===== src/rtl/instr_mem_loader_pkg.sv =====
// Shared types and constants for the boot-time instruction memory loader.
package instr_mem_loader_pkg;

  typedef enum logic [1:0] {
    LDR_LEN_LO,
    LDR_LEN_HI,
    LDR_DATA,
    LDR_DONE
  } loaderState_t;

  localparam int unsigned LDR_WORD_BYTES = 4;
  localparam int unsigned LDR_LEN_BITS   = 16;

endpackage


===== src/rtl/instr_mem_loader_word_assembler.sv =====
// Collects four stream bytes into one little-endian 32-bit word; the first byte lands in [7:0].
module instr_mem_loader_word_assembler
  import instr_mem_loader_pkg::*;
(
  input  logic        clk_in,
  input  logic        reset,
  input  logic        i_clear,
  input  logic [7:0]  i_byte,
  input  logic        i_accept,
  output logic [31:0] o_word,
  output logic        o_word_valid
);

  localparam int unsigned LaneBits = $clog2(LDR_WORD_BYTES);

  logic [LaneBits-1:0] r_lane;
  logic [23:0]         r_word;
  logic                w_last_lane;

  assign w_last_lane = (r_lane == LaneBits'(LDR_WORD_BYTES - 1));

  always_ff @(posedge clk_in) begin
    if (reset || i_clear) begin
      r_lane <= '0;
      r_word <= '0;
    end else if (i_accept) begin
      // The top lane is never stored: it is forwarded straight into o_word.
      case (r_lane)
        2'd0:    r_word[7:0]   <= i_byte;
        2'd1:    r_word[15:8]  <= i_byte;
        2'd2:    r_word[23:16] <= i_byte;
        default: ;
      endcase
      r_lane <= r_lane + 1'b1;
    end
  end

  assign o_word       = {i_byte, r_word};
  assign o_word_valid = i_accept && w_last_lane;

endmodule


===== src/rtl/instr_mem_loader.sv =====
// Boot loader: parses a length-prefixed byte stream into instruction-memory writes and holds the
// core in reset until the last word has been written.
module instr_mem_loader
  import instr_mem_loader_pkg::*;
#(
  parameter int unsigned ADDR_WIDTH_POW      = 6,
  parameter int unsigned INSTR_MEM_DEPTH_POW = 10
) (
  input  logic                             clk_in,
  input  logic                             reset,
  input  logic [7:0]                       byte_in,
  input  logic                             byte_valid_in,
  output logic                             byte_ready_out,
  input  logic                             start_in,
  output logic                             memWrite_ctrl_out,
  output logic [(1<<ADDR_WIDTH_POW)-1:0]   memAddr_out,
  output logic [31:0]                      memData_out,
  output logic                             coreReset_out,
  output logic                             done_out,
  output logic                             error_out
);

  localparam int unsigned AddrWidth = 1 << ADDR_WIDTH_POW;
  localparam int unsigned MemWords  = 1 << INSTR_MEM_DEPTH_POW;

  loaderState_t            r_state;
  loaderState_t            w_state_next;
  logic [7:0]              r_len_lo;
  logic [LDR_LEN_BITS-1:0] r_remaining;
  logic [LDR_LEN_BITS-1:0] r_word_idx;
  logic                    r_mem_write;
  logic [AddrWidth-1:0]    r_mem_addr;
  logic [31:0]             r_mem_data;
  logic                    r_core_reset;
  logic                    r_done;
  logic                    r_error;

  logic                    w_accept;
  logic [LDR_LEN_BITS-1:0] w_len;
  logic                    w_overflow;
  logic [AddrWidth-1:0]    w_addr;
  logic                    w_asm_clear;
  logic                    w_asm_accept;
  logic [31:0]             w_word;
  logic                    w_word_valid;

  assign w_accept     = byte_valid_in && byte_ready_out;
  assign w_len        = {byte_in, r_len_lo};
  assign w_overflow   = 32'(r_word_idx) >= MemWords;
  assign w_addr       = AddrWidth'({r_word_idx, 2'b00});
  assign w_asm_clear  = (r_state == LDR_LEN_HI) && w_accept;
  assign w_asm_accept = (r_state == LDR_DATA) && w_accept;

  instr_mem_loader_word_assembler u_word_assembler (
    .clk_in       (clk_in),
    .reset        (reset),
    .i_clear      (w_asm_clear),
    .i_byte       (byte_in),
    .i_accept     (w_asm_accept),
    .o_word       (w_word),
    .o_word_valid (w_word_valid)
  );

  always_ff @(posedge clk_in) begin
    if (reset) begin
      r_state <= LDR_LEN_LO;
    end else begin
      r_state <= w_state_next;
    end
  end

  always_comb begin
    w_state_next = r_state;
    case (r_state)
      LDR_LEN_LO: if (w_accept) w_state_next = LDR_LEN_HI;
      LDR_LEN_HI: if (w_accept) w_state_next = (w_len == '0) ? LDR_DONE : LDR_DATA;
      LDR_DATA:   if (w_word_valid && r_remaining == 16'd1) w_state_next = LDR_DONE;
      LDR_DONE:   if (start_in) w_state_next = LDR_LEN_LO;
      default:    w_state_next = LDR_LEN_LO;
    endcase
  end

  always_comb begin
    byte_ready_out = (r_state != LDR_DONE) && !reset;
  end

  always_ff @(posedge clk_in) begin
    if (reset) begin
      r_len_lo     <= '0;
      r_remaining  <= '0;
      r_word_idx   <= '0;
      r_mem_write  <= 1'b0;
      r_mem_addr   <= '0;
      r_mem_data   <= '0;
      r_core_reset <= 1'b1;
      r_done       <= 1'b0;
      r_error      <= 1'b0;
    end else begin
      r_mem_write <= 1'b0;
      case (r_state)
        LDR_LEN_LO: if (w_accept) r_len_lo <= byte_in;
        LDR_LEN_HI: begin
          if (w_accept) begin
            r_remaining <= w_len;
            r_word_idx  <= '0;
            if (w_len == '0) r_done <= 1'b1;
            if (32'(w_len) > MemWords) r_error <= 1'b1;
          end
        end
        LDR_DATA: begin
          if (w_word_valid) begin
            // Words past the end of memory are consumed but never strobed.
            r_mem_write <= !w_overflow;
            r_mem_addr  <= w_addr;
            r_mem_data  <= w_word;
            r_word_idx  <= r_word_idx + 1'b1;
            if (r_remaining != '0) r_remaining <= r_remaining - 1'b1;
            if (r_remaining == 16'd1) r_done <= 1'b1;
          end
        end
        LDR_DONE: begin
          if (start_in) begin
            r_done       <= 1'b0;
            r_error      <= 1'b0;
            r_core_reset <= 1'b1;
          end else begin
            r_core_reset <= 1'b0;
          end
        end
        default: ;
      endcase
    end
  end

  assign memWrite_ctrl_out = r_mem_write;
  assign memAddr_out       = r_mem_addr;
  assign memData_out       = r_mem_data;
  assign coreReset_out     = r_core_reset;
  assign done_out          = r_done;
  assign error_out         = r_error;

endmodule

===== config.mk =====
export PLATFORM = sky130hd
export DESIGN_NAME = instr_mem_loader
export DESIGN_NICKNAME = d
export VERILOG_FILES = /design/src/rtl/instr_mem_loader_pkg.sv /design/src/rtl/instr_mem_loader_word_assembler.sv /design/src/rtl/instr_mem_loader.sv
export SDC_FILE = /design/constraint.sdc
export NUM_CORES = 1
export LEC_CHECK = 0
export CAP_MARGIN = 10
export CORE_MARGIN = 8
export CORE_UTILIZATION = 55
export CTS_CLUSTER_DIAMETER = 40
export DETAILED_ROUTE_END_ITERATION = 8
export DONT_BUFFER_PORTS = 1
export GPL_TIMING_DRIVEN = 0
export HOLD_SLACK_MARGIN = 0.02
export PLACE_DENSITY = 0.7
export SETUP_SLACK_MARGIN = 0.1
export SLEW_MARGIN = 25
export SYNTH_ARGS = -nofsm -noshare
export SYNTH_HDL_FRONTEND = slang
export SYNTH_SLANG_ARGS = --single-unit

===== constraint.sdc =====
create_clock -name clk_in -period 2.6 [get_ports clk_in]
set_input_delay 0.52 -clock clk_in [delete_from_list [all_inputs] [get_ports clk_in]]
set_output_delay 0.52 -clock clk_in [all_outputs]
set_load 0.01 [all_outputs]

==> results.txt, run 1 <==
----------------------------------------------------
[Routing]
  Final routed wire length divided by cell count ... 16.2 um
  Total length of routed wires ... 14800 um
  Violation count after the first detailed-routing iteration ... 409
  Via count ... 4917
  Routed Antenna Nets ... 0
  Count of TritonRoute iterations in the first routing pass ... 5
  Via density ... 5.37
  DRC violation count after routing ... 0

[Setup path]
  CP startpoint kind ... register
  CP Cell Sequence ... inv_1, ha_1, inv_1, or3_1, nand2b_1, clkbuf_1, clkbuf_1, a21oi_1
  Max incr delay on CP ... 0.44 ns
  CP Buf/Inv Count ... 4
  Category of the most critical setup path ... reg2reg
  Critical path required time ... 2.99 ns
  Register-to-Register Path Depth ... 8
  Total stage count of the critical path ... 8
  Largest delay share family, worst path ... buffers and inverters
  Arrival time at the worst endpoint ... 2.73 ns
  Critical Path Slowest Stage Cell ... sky130_fd_sc_hd__clkbuf_1
  Critical path capture point type ... register
  Worst-path fanout max ... 10
  Register-to-register setup slack ... 0.26 ns

[Cells and area]
  Layout Utilization ... 66.5%
  Post-layout instance area ... 0.00647 sq mm
  Post-route non-filler standard cell count ... 916
  Share of layout cells above drive strength 1 ... 12.3%
  Synthesis-to-finish area growth ... 17.6%
  Post-layout net count ... 795
  Number of antenna cells inserted ... 0

[Die]
  Die footprint ... 0.0135 sq mm
  Placement Rows ... 36
  Chip width ... 116 um
  Standard cell core area ... 0.00973 sq mm
  Number of primary I/O pins ... 113
  Initial core utilization ... 56.5%
  Height of the die ... 116 um

[STA]
  Hold violation count in the final report ... 0
  Period utilization ... 90.0%
  Setup violators final ... 0
  Time the final worst path needs with I/O delays and setup ... 2.34 ns
  Worst-margin pin slew ... 0.718 ns
  Worst clock skew on the final layout ... 0.00803 ns
  Fmax ... 428 MHz
  Setup repair after global routing missed its margin ... false
  Post-route worst hold slack ... 0.102 ns
  Slew headroom ... 52.1%
  Total Neg Setup Slack ... 0 ns
  Max-slew violations ... 0
  Worst setup slack after layout ... 0.261 ns

[Synthesis]
  Top cell type's share of synthesized area ... 43.7%
  Sequential share of the synthesized area ... 43.7%
  Cells after Synth ... 701
  Synthesis Warnings ... 0
  Primary FF master, synth ... sky130_fd_sc_hd__dfxtp_1
  Synth top area cells ... sky130_fd_sc_hd__dfxtp_1, sky130_fd_sc_hd__nand2_1, sky130_fd_sc_hd__a21oi_1
  Cell with the most instances after synthesis ... sky130_fd_sc_hd__nand2_1
  Count of flip-flops with a built-in enable after synthesis ... 0
  Number of flip-flops and latches in the synthesized netlist ... 120
  Top cells by instance count after synthesis ... sky130_fd_sc_hd__nand2_1, sky130_fd_sc_hd__dfxtp_1, sky130_fd_sc_hd__a21oi_1, sky130_fd_sc_hd__buf_4, sky130_fd_sc_hd__clkbuf_1
  Post-synthesis cell area ... 0.00550 sq mm
  Synth async-reset ratio ... 0%
  Average instance area after synthesis ... 7.84 sq um
  Number of unique standard cell types used by synthesis ... 51
  Leading area contributor after synthesis ... sky130_fd_sc_hd__dfxtp_1

[Place]
  HPWL Detailed ... 10500 um
  Area post-placement ... 0.00584 sq mm
  Routability Congestion ... 0.883
  Number of placed cells counting well taps ... 881
  DP Worst Slack ... 0.0698 ns
  Number of input and output port buffers inserted ... 0

[Clock network]
  Clock Path Buffers ... 2
  Clk pin slew, worst setup/hold paths ... 0.06 ns
  CTS tree ... built
  Clock tree sinks ... 120
  Cell at the root of the clock tree ... sky130_fd_sc_hd__clkbuf_8
  Clock buffer count from CTS ... 17
  Depth of the CTS H-tree ... 4
  Clk_lat worst skew ... 0.53 ns
  Hold-fix buffers, CTS ... 0

[Status]
  Run status ... complete, no violations

[Worst hold path]
  Cell depth of the worst min-delay path ... 1
  Tightest Hold Check Type ... in2reg

[Pwr]
  Ratio of total power to cell area ... 825 mW/mm^2
  Largest voltage drop on the vdd net ... 444 uV
  Reported leakage power ... 2.42 nW
  Power consumption ... 5.33 mW

[Global routing]
  First-pass GRT wire length ... 23400 um
  Global Route Usage Sum ... 22.2%
  Pin count of the biggest net entering global routing ... 17
  Via count of the first global-routing pass ... 4743
  Number of antenna violations at the first check in global routing ... 0
  Remaining Overflow, GRT ... 0

[Run]
  Max Cap Violations ... 0

----------------------------------------------------
[cells in the final DEF, fill, tap and decap left out, drive strengths merged, types with 2 or more instances in the layout]
master      n
and2        3
nor2b       5
nand2b      4
inv        23
mux2i       3
or4         3
a21oi     106
clkbuf     57
nand4       8
buf        57
nor3b       3
xnor2       6
o21a        2
ha         13
clkinvlp    5
o32ai       9
o21ai      14
mux2        2
o21bai      2
dfxtp     120
and4        2
a311oi      2
a31oi       3
clkinv      3
nor3       11
bufinv      2
conb       48
nand2     155
or3b        2
xor2        5
and3        8
nor4       10
nand3      32
nor2       34
or3        10
[power breakdown]
group	switching (mW)	leakage (nW)	internal, mW
clock	0.844	0.280	1.46
combinational	0.638	1.17	0.396
sequential	0.0768	0.968	1.91
total	1.56	2.42	3.77
[per-layer routing]
layer  GRT usage [%]  wire length, um  vias up
met5               0                0        -
met4            9.42              289        0
met3            7.14             1460       28
met2            37.6             7070      185
met1            25.2             5990     2283
li1                -                -     2421
[worst register-to-register path: cells and delay by family, from the launching register on]
family	cells	cell delay, ns
buffers and inverters	4	0.99
and+or+nand+nor	2	0.51
DFF	1	0.34
adders and majority gates	1	0.27
AOI/OAI and AO/OA	1	0.09
[final cells by class]
| type | count | area, sq um |
|---|---|---|
| Fill cell | 852 | 3260 |
| Timing Repair Buffer | 3 | 22.5 |
| Clock buffer | 22 | 473 |
| Inverter | 23 | 90.1 |
| Clock inverter | 10 | 118 |
| Sequential cell | 120 | 2400 |
| Tap cell | 133 | 166 |
| Buffer | 89 | 520 |
| Multi-Input combinational cell | 516 | 2680 |
[sequential cells by signal (all words and copies together) (netlist names)]
name	count
memData_out	32
u_word_assembler.r_word	24
memAddr_out	16
r_remaining	16
r_word_idx	16
r_len_lo	8
r_state	2
u_word_assembler.r_lane	2
coreReset_out	1
done_out	1
error_out	1
memWrite_ctrl_out	1
[logic make-up after synthesis]
logic type	after synthesis	share of synthesized area (%)
multiplexers	5	0.956
adder cells (fa/ha/maj)	13	2.96
XOR/XNOR	11	1.75
AO/OA/AOI/OAI	148	15.1
AND/OR/NAND/NOR	291	24.5
flip-flops	120	43.7
other	1	0.0682
buffers and inverters	112	11.0
[path summary, 6_finish.rpt]
path | endpoint | start
setup / recovery | u_word_assembler.r_word[5] | r_state[1]
hold / removal | error_out | start_in
setup reg to reg | u_word_assembler.r_word[5] | r_state[1]
hold reg to reg | memData_out[17] | u_word_assembler.r_word[17]
[timing repair]
| action | in CTS | in global routing |
|---|---|---|
| hold endpoints to repair | 0 | 0 |
| setup endpoints to repair | 21 | 48 |
| cloned | 0 | 0 |
| gates resized for setup | 1 | 5 |
| pin swaps | 0 | 1 |
| buffers inserted | 0 | 3 |
No activity file was read; power rests on OpenSTA's default activity.
==> inputs of run 2 (changes only) <==
--- a/config.mk
+++ b/config.mk
@@ -6,7 +6,7 @@
 export NUM_CORES = 1
 export LEC_CHECK = 0
 export CAP_MARGIN = 10
-export CORE_MARGIN = 8
+export CORE_MARGIN = 5
 export CORE_UTILIZATION = 55
 export CTS_CLUSTER_DIAMETER = 40
 export DETAILED_ROUTE_END_ITERATION = 8
==> constraint.sdc (replaced) <==
create_clock -name clk_in -period 2.5 [get_ports clk_in]
set_input_delay 0.5 -clock clk_in [delete_from_list [all_inputs] [get_ports clk_in]]
set_output_delay 0.5 -clock clk_in [all_outputs]
set_load 0.01 [all_outputs]
==> run 2 against run 1 <==
Compared with the run above: clock skew fell by 0.0032 ns; via count increased by 0.77%; combinational power up 5%; critical endpoint is now r_remaining[12]; highest routed layer unchanged; largest power group unchanged; critical path depth fell by 1.
==> results.txt, run 2 (synthesized netlist as in run 1, its figures left out) <==
----------------------------------------------------
[Pwr]
  Proportion of total power due to net switching ... 29.6% (+0.34 points)
  Combinational Power Share ... 19.8% (+0.4 points)
  Largest voltage drop on the vdd net ... 439 uV (-1.1%)
  Switching power ... 1.61 mW (+3.0%)
  Internal power contribution ... 3.83 mW (+1.4%)
  Ratio of total power to cell area ... 841 mW/mm^2 (+2.0%)
  Part of the total power dissipated in the clock network ... 42.1% (-1.2 points)
  Proportion of power drawn by flip-flops and latches ... 38.1% (+0.8 points)
  Reported leakage power ... 2.44 nW (+0.98%)
  Power consumption ... 5.43 mW (+1.9%)

[Cells and area]
  Number of filler cells placed in the layout ... 868 (+1.9%)
  Post-layout instance area ... 0.00646 sq mm (-0.14%)
  Flip-flop count of the largest register after layout ... 32 (unchanged)
  Share of layout cells above drive strength 1 ... 13.5% (+1.3 points)
  Area occupied by registers ... 0.00240 sq mm (unchanged)
  Area occupied by multi-input gates ... 0.00268 sq mm (unchanged)
  Leading cell type in the layout, fill and taps excluded ... sky130_fd_sc_hd__nand2_1
  Post-route non-filler standard cell count ... 917 (+0.11%)
  Synthesis-to-finish area growth ... 17.5%
  Number of antenna cells inserted ... 0 (unchanged)
  Most used cells in the layout excluding fill and tap cells ... sky130_fd_sc_hd__nand2_1, sky130_fd_sc_hd__dfxtp_1, sky130_fd_sc_hd__a21oi_1, sky130_fd_sc_hd__buf_4, sky130_fd_sc_hd__conb_1
  Post-layout net count ... 796 (+0.13%)

[Setup path]
  CP Buf/Inv Count ... 1 (-3)
  Max incr delay on CP ... 0.54 ns (+0.10 ns)
  Worst-path fanout max ... 7 (-3)
  Critical Path Slowest Stage Cell ... sky130_fd_sc_hd__or3b_2
  CP Cell Sequence ... inv_1, ha_1, or3b_2, nor3_1, a21oi_1, o21ai_0, a21oi_1
  CP startpoint kind ... register
  Largest delay share family, worst path ... simple AND/OR/NAND/NOR gates
  Cell with the most instances on the worst path ... sky130_fd_sc_hd__a21oi_1
  Critical path capture point type ... register
  Category of the most critical setup path ... reg2reg
  Critical path required time ... 2.88 ns (-0.11 ns)
  Arrival time at the worst endpoint ... 2.64 ns (-0.09 ns)

[STA]
  Worst-margin pin slew ... 0.661 ns (-0.0578 ns)
  Setup repair after global routing missed its margin ... true
  Total Neg Setup Slack ... 0 ns (unchanged)
  Hold violation count in the final report ... 0 (unchanged)
  Period utilization ... 90.3% (+0.40 points)
  Time the final worst path needs with I/O delays and setup ... 2.26 ns (-0.0801 ns)
  Fmax ... 443 MHz (+3.5%)
  Worst clock skew on the final layout ... 0.00482 ns (-0.00320 ns)
  Max-slew violations ... 0 (unchanged)
  Slew headroom ... 56.0% (+3.9 points)
  Post-route worst hold slack ... 0.111 ns (+0.00916 ns)
  Setup violators final ... 0 (unchanged)

[Die]
  Height of the die ... 110 um (-5.2%)
  Placement Rows ... 36 (unchanged)
  Chip width ... 110 um (-5.2%)
  Die footprint ... 0.0121 sq mm (-10%)
  Number of primary I/O pins ... 113 (unchanged)
  Initial core utilization ... 56.3% (-0.26 points)
  Standard cell core area ... 0.00977 sq mm (+0.46%)

[Run]
  Max Cap Violations ... 0 (unchanged)

[Routing]
  Total length of routed wires ... 14200 um (-4.4%)
  Via count ... 4955 (+0.77%)
  Via density ... 5.40 (+0.66%)
  Routed Antenna Nets ... 0 (unchanged)
  DRC violation count after routing ... 0 (unchanged)
  Violation count after the first detailed-routing iteration ... 314 (-23%)
  Final routed wire length divided by cell count ... 15.4 um (-4.5%)
  Count of TritonRoute iterations in the first routing pass ... 5 (unchanged)

[Clock network]
  Clock tree sinks ... 120 (unchanged)
  Depth of the CTS H-tree ... 4 (unchanged)
  Cell at the root of the clock tree ... sky130_fd_sc_hd__clkbuf_8
  Clk_lat worst skew ... 0.52 ns (about the same)
  Clk pin slew, worst setup/hold paths ... 0.06 ns (about the same)
  Clock buffer count from CTS ... 17 (unchanged)
  Hold-fix buffers, CTS ... 0 (unchanged)
  CTS tree ... built
  Clock Path Buffers ... 2 (unchanged)

[Place]
  Routability Congestion ... 0.897 (+1.6%)
  Number of input and output port buffers inserted ... 0 (unchanged)
  Number of placed cells counting well taps ... 881 (unchanged)
  Area post-placement ... 0.00584 sq mm (unchanged)
  HPWL Detailed ... 10100 um (-4.1%)

[Global routing]
  Global Route Usage Sum ... 23.9% (+1.7 points)
  Pin count of the biggest net entering global routing ... 17 (unchanged)
  First-pass GRT wire length ... 22300 um (-4.4%)
  Via count of the first global-routing pass ... 4654 (-1.9%)
  Remaining Overflow, GRT ... 0 (unchanged)
  Number of antenna violations at the first check in global routing ... 0 (unchanged)

[Status]
  Run status ... complete, no violations

[Worst hold path]
  Tightest Hold Check Type ... in2reg

----------------------------------------------------
==> run 2: cell count changes in the layout (fill, tap and decap cells not counted), moves of 2 or more <==
cell | before | now
sky130_fd_sc_hd__clkinvlp_4 | 5 | 3
sky130_fd_sc_hd__buf_2 | 3 | 5
sky130_fd_sc_hd__clkbuf_2 | 2 | 9
sky130_fd_sc_hd__clkbuf_1 | 34 | 27
sky130_fd_sc_hd__buf_1 | 3 | 1
==> run 2: cell type report <==
cell class	instances	share of cell area [%]
Buffer	89	8.23
Tap cell	133	2.58
Clock inverter	10	1.45
Sequential cell	120	37.2
Inverter	23	1.34
Multi-Input combinational cell	516	41.4
Timing Repair Buffer	4	0.465
Clock buffer	22	7.32
==> run 2: what timing repair did <==
item                                    in CTS  in global routing
buffers inserted                             0                  4
pin swaps                                    0                  1
hold endpoints to repair                     0                  0
gates resized for setup                      2                 21
endpoints found under the setup margin      50                 97
==> run 2: final timing paths <==
check	endpoint	cells after the start	startpoint	slack [ns]
max	r_remaining[12]	7	r_remaining[0]	0.24
min	memData_out[25]	2	byte_in[1]	0.11
max reg2reg	r_remaining[12]	7	r_remaining[0]	0.24
min reg2reg	memData_out[16]	2	u_word_assembler.r_word[16]	0.46
==> run 2: worst reg2reg max path, delay by kind of cell (launching register included) <==
family                     cells  cell delay, ns
DFF                            1            0.37
AOI/OAI and AO/OA              3            0.37
adders and majority gates      1            0.25
buffers and inverters          1            0.12
and+or+nand+nor                2            1.01
==> run 2: per-layer routing <==
metal  global-route usage (%)  vias to the layer above  wire (um)
met2                     39.6                      186       6780
met1                     29.3                     2320       5920
met4                     9.08                        0        272
met3                     7.11                       28       1200
met5                        0                        -          0
li1                         -                     2421          -
==> run 2: power groups by stage <==
stage	sequential [mW]	clock (mW)	combinational, mW
after detailed placement	2.11	0	1.03
after floorplan	2.09	0	0.825
after global routing	2.08	2.41	1.19
final	2.07	2.29	1.08
after CTS	2.07	2.31	1.04
after global placement	2.10	0	1.02
==> run 2: stage by stage <==
| step | worst slack (ns) | utilization [%] |
|---|---|---|
| floorplan | 0.496 | - |
| global placement | 0.00112 | 59.8 |
| detailed placement | -0.0573 | 59.8 |
| CTS | 0.107 | 65.6 |
| global route | 0.0704 | 66.1 |
| finish | 0.241 | 66.1 |
==> inputs of run 3 (changes only) <==
==> constraint.sdc (replaced) <==
create_clock -name clk_in -period 2.4 [get_ports clk_in]
set_input_delay 0.48 -clock clk_in [delete_from_list [all_inputs] [get_ports clk_in]]
set_output_delay 0.48 -clock clk_in [all_outputs]
set_load 0.01 [all_outputs]
==> run 3 against run 2 <==
Compared with the run above: register-to-register slack worse by 0.03 ns; highest routed layer unchanged; critical path type unchanged; clock skew is 0.00094 ns lower; sequential cell count stayed put; largest cell class unchanged; clock power is 4% higher.
==> results.txt, run 3 (synthesized netlist as in run 1, its figures left out) <==
----------------------------------------------------
[Status]
  Run status ... complete, no violations

[Cells and area]
  Post-layout net count ... 794 (-0.25%)
  Most used cells in the layout excluding fill and tap cells ... sky130_fd_sc_hd__nand2_1, sky130_fd_sc_hd__dfxtp_1, sky130_fd_sc_hd__a21oi_1, sky130_fd_sc_hd__buf_4, sky130_fd_sc_hd__conb_1
  Area occupied by registers ... 0.00240 sq mm (unchanged)
  Area occupied by multi-input gates ... 0.00268 sq mm (+0.28%)
  Number of antenna cells inserted ... 0 (unchanged)
  Number of filler cells placed in the layout ... 871 (+0.35%)
  Leading cell type in the layout, fill and taps excluded ... sky130_fd_sc_hd__nand2_1
  Share of layout cells above drive strength 1 ... 13.8% (+0.29 points)
  Flip-flop count of the largest register after layout ... 32 (unchanged)
  Synthesis-to-finish area growth ... 17.4% (about the same)

[Routing]
  DRC violation count after routing ... 0 (unchanged)
  Total length of routed wires ... 14400 um (+1.3%)
  Via count ... 4994 (+0.79%)
  Violation count after the first detailed-routing iteration ... 365 (+16%)
  Routed Antenna Nets ... 0 (unchanged)
  Final routed wire length divided by cell count ... 15.7 um (+1.6%)
  Count of TritonRoute iterations in the first routing pass ... 5 (unchanged)
  Via density ... 5.46 (+1.0%)

[Setup path]
  Arrival time at the worst endpoint ... 2.61 ns (-0.03 ns)
  Worst-path fanout max ... 10 (+3)
  CP startpoint kind ... register
  Critical path capture point type ... register
  Critical path required time ... 2.82 ns (-0.06 ns)
  Category of the most critical setup path ... reg2reg

[Global routing]
  Global Route Usage Sum ... 24.1% (+0.23 points)
  First-pass GRT wire length ... 22500 um (+0.83%)
  Number of antenna violations at the first check in global routing ... 0 (unchanged)
  Remaining Overflow, GRT ... 0 (unchanged)
  Pin count of the biggest net entering global routing ... 17 (unchanged)
  Via count of the first global-routing pass ... 4687 (+0.71%)

[Pwr]
  Power consumption ... 5.68 mW (+4.6%)
  Largest voltage drop on the vdd net ... 458 uV (+4.4%)
  Reported leakage power ... 2.44 nW (about the same)
  Ratio of total power to cell area ... 880 mW/mm^2 (+4.7%)

[STA]
  Fmax ... 458 MHz (+3.4%)
  Period utilization ... 91.0% (+0.65 points)
  Hold violation count in the final report ... 0 (unchanged)
  Worst-margin pin slew ... 0.656 ns (-0.00461 ns)
  Slew headroom ... 56.3% (+0.31 points)
  Worst clock skew on the final layout ... 0.00388 ns (-0.000941 ns)
  Total Neg Setup Slack ... 0 ns (unchanged)
  Setup violators final ... 0 (unchanged)
  Time the final worst path needs with I/O delays and setup ... 2.18 ns (-0.0747 ns)
  Worst setup slack after layout ... 0.216 ns (-0.0253 ns)
  Max-slew violations ... 0 (unchanged)
  Setup repair after global routing missed its margin ... true

[Die]
  Chip width ... 110 um (unchanged)
  Placement Rows ... 36 (unchanged)
  Standard cell core area ... 0.00977 sq mm (unchanged)
  Height of the die ... 110 um (unchanged)
  Die footprint ... 0.0121 sq mm (unchanged)
  Initial core utilization ... 56.3% (unchanged)
  Number of primary I/O pins ... 113 (unchanged)

[Clock network]
  Clock Path Buffers ... 2 (unchanged)
  CTS tree ... built
  Clock tree sinks ... 120 (unchanged)
  Clk pin slew, worst setup/hold paths ... 0.05 ns (about the same)
  Cell at the root of the clock tree ... sky130_fd_sc_hd__clkbuf_8
  Clk_lat worst skew ... 0.52 ns (about the same)
  Depth of the CTS H-tree ... 4 (unchanged)
  Clock buffer count from CTS ... 17 (unchanged)

[Place]
  DP Worst Slack ... -0.157 ns (-0.100 ns)
  HPWL Detailed ... 10100 um (unchanged)
  Routability Congestion ... 0.897 (unchanged)
  Number of input and output port buffers inserted ... 0 (unchanged)

[Worst hold path]
  Tightest Hold Check Type ... in2reg

[Run]
  Max Cap Violations ... 0 (unchanged)

----------------------------------------------------
-- run 3: cell count changes in the layout (fill, tap and decap cells not counted), sizes merged --
cell	before	now
buf	58	55
clkbuf	57	58
clkinv	5	6
inv	24	23
-- run 3: what timing repair did --
item	CTS	global route
resized for setup	4	23
setup endpoints to repair	79	88
hold buffers	0	0
pin swaps	1	1
setup buffers	2	0
-- run 3: through the flow --
step                instances  hold slack [ns]  utilization, %  area, sq um
floorplan                 748            0.432               -         5680
global placement          881            0.444            59.8         5840
finish                    915           0.0907            66.0         6450
CTS                       915           0.0738            65.8         6430
detailed placement        881            0.445            59.8         5840
global route              915           0.0882            66.0         6450
-- run 3: path summary, 6_finish.rpt --
kind                                                   from         endpoint  slack, ns  depth (start not counted)
worst min-delay path                               start_in        error_out       0.09                          1
worst min register to register  u_word_assembler.r_word[16]  memData_out[16]       0.46                          2
worst max register to register               r_remaining[4]   r_remaining[7]       0.22                          6
worst max-delay path                         r_remaining[4]   r_remaining[7]       0.22                          6
-- run 3: final cells by class --
cell class                      instances  share of cell area (%)
Buffer                                 89                    8.30
Clock inverter                         10                    1.45
Timing Repair Buffer                    2                   0.233
Clock buffer                           22                    7.33
Tap cell                              133                    2.58
Inverter                               23                    1.34
Multi-Input combinational cell        516                    41.6
Sequential cell                       120                    37.2
-- run 3: per-layer routing --
layer	global-route usage, %	up-vias	share of wire, %
met5	0	-	0
met4	9.44	0	2.1
met3	7.11	28	7.8
met2	40.1	192	48
met1	29.3	2354	42
li1	-	2420	-
-- run 3: power breakdown --
part / total [mW] / switching, mW / internal [mW]
logic: 1.14 / 0.701 / 0.435
registers: 2.16 / 0.0851 / 2.07
clock network: 2.39 / 0.907 / 1.48
total: 5.68 / 1.69 / 3.99
-- run 3: worst max-delay path, stage by stage, from the launching register on --
cell and delay, ns:
sky130_fd_sc_hd__dfxtp_1 0.36, sky130_fd_sc_hd__or4_4 0.59, sky130_fd_sc_hd__nand4bb_4 0.26, sky130_fd_sc_hd__o21ai_2 0.29, sky130_fd_sc_hd__buf_2 0.29, sky130_fd_sc_hd__a21oi_1 0.06, sky130_fd_sc_hd__o32ai_1 0.23
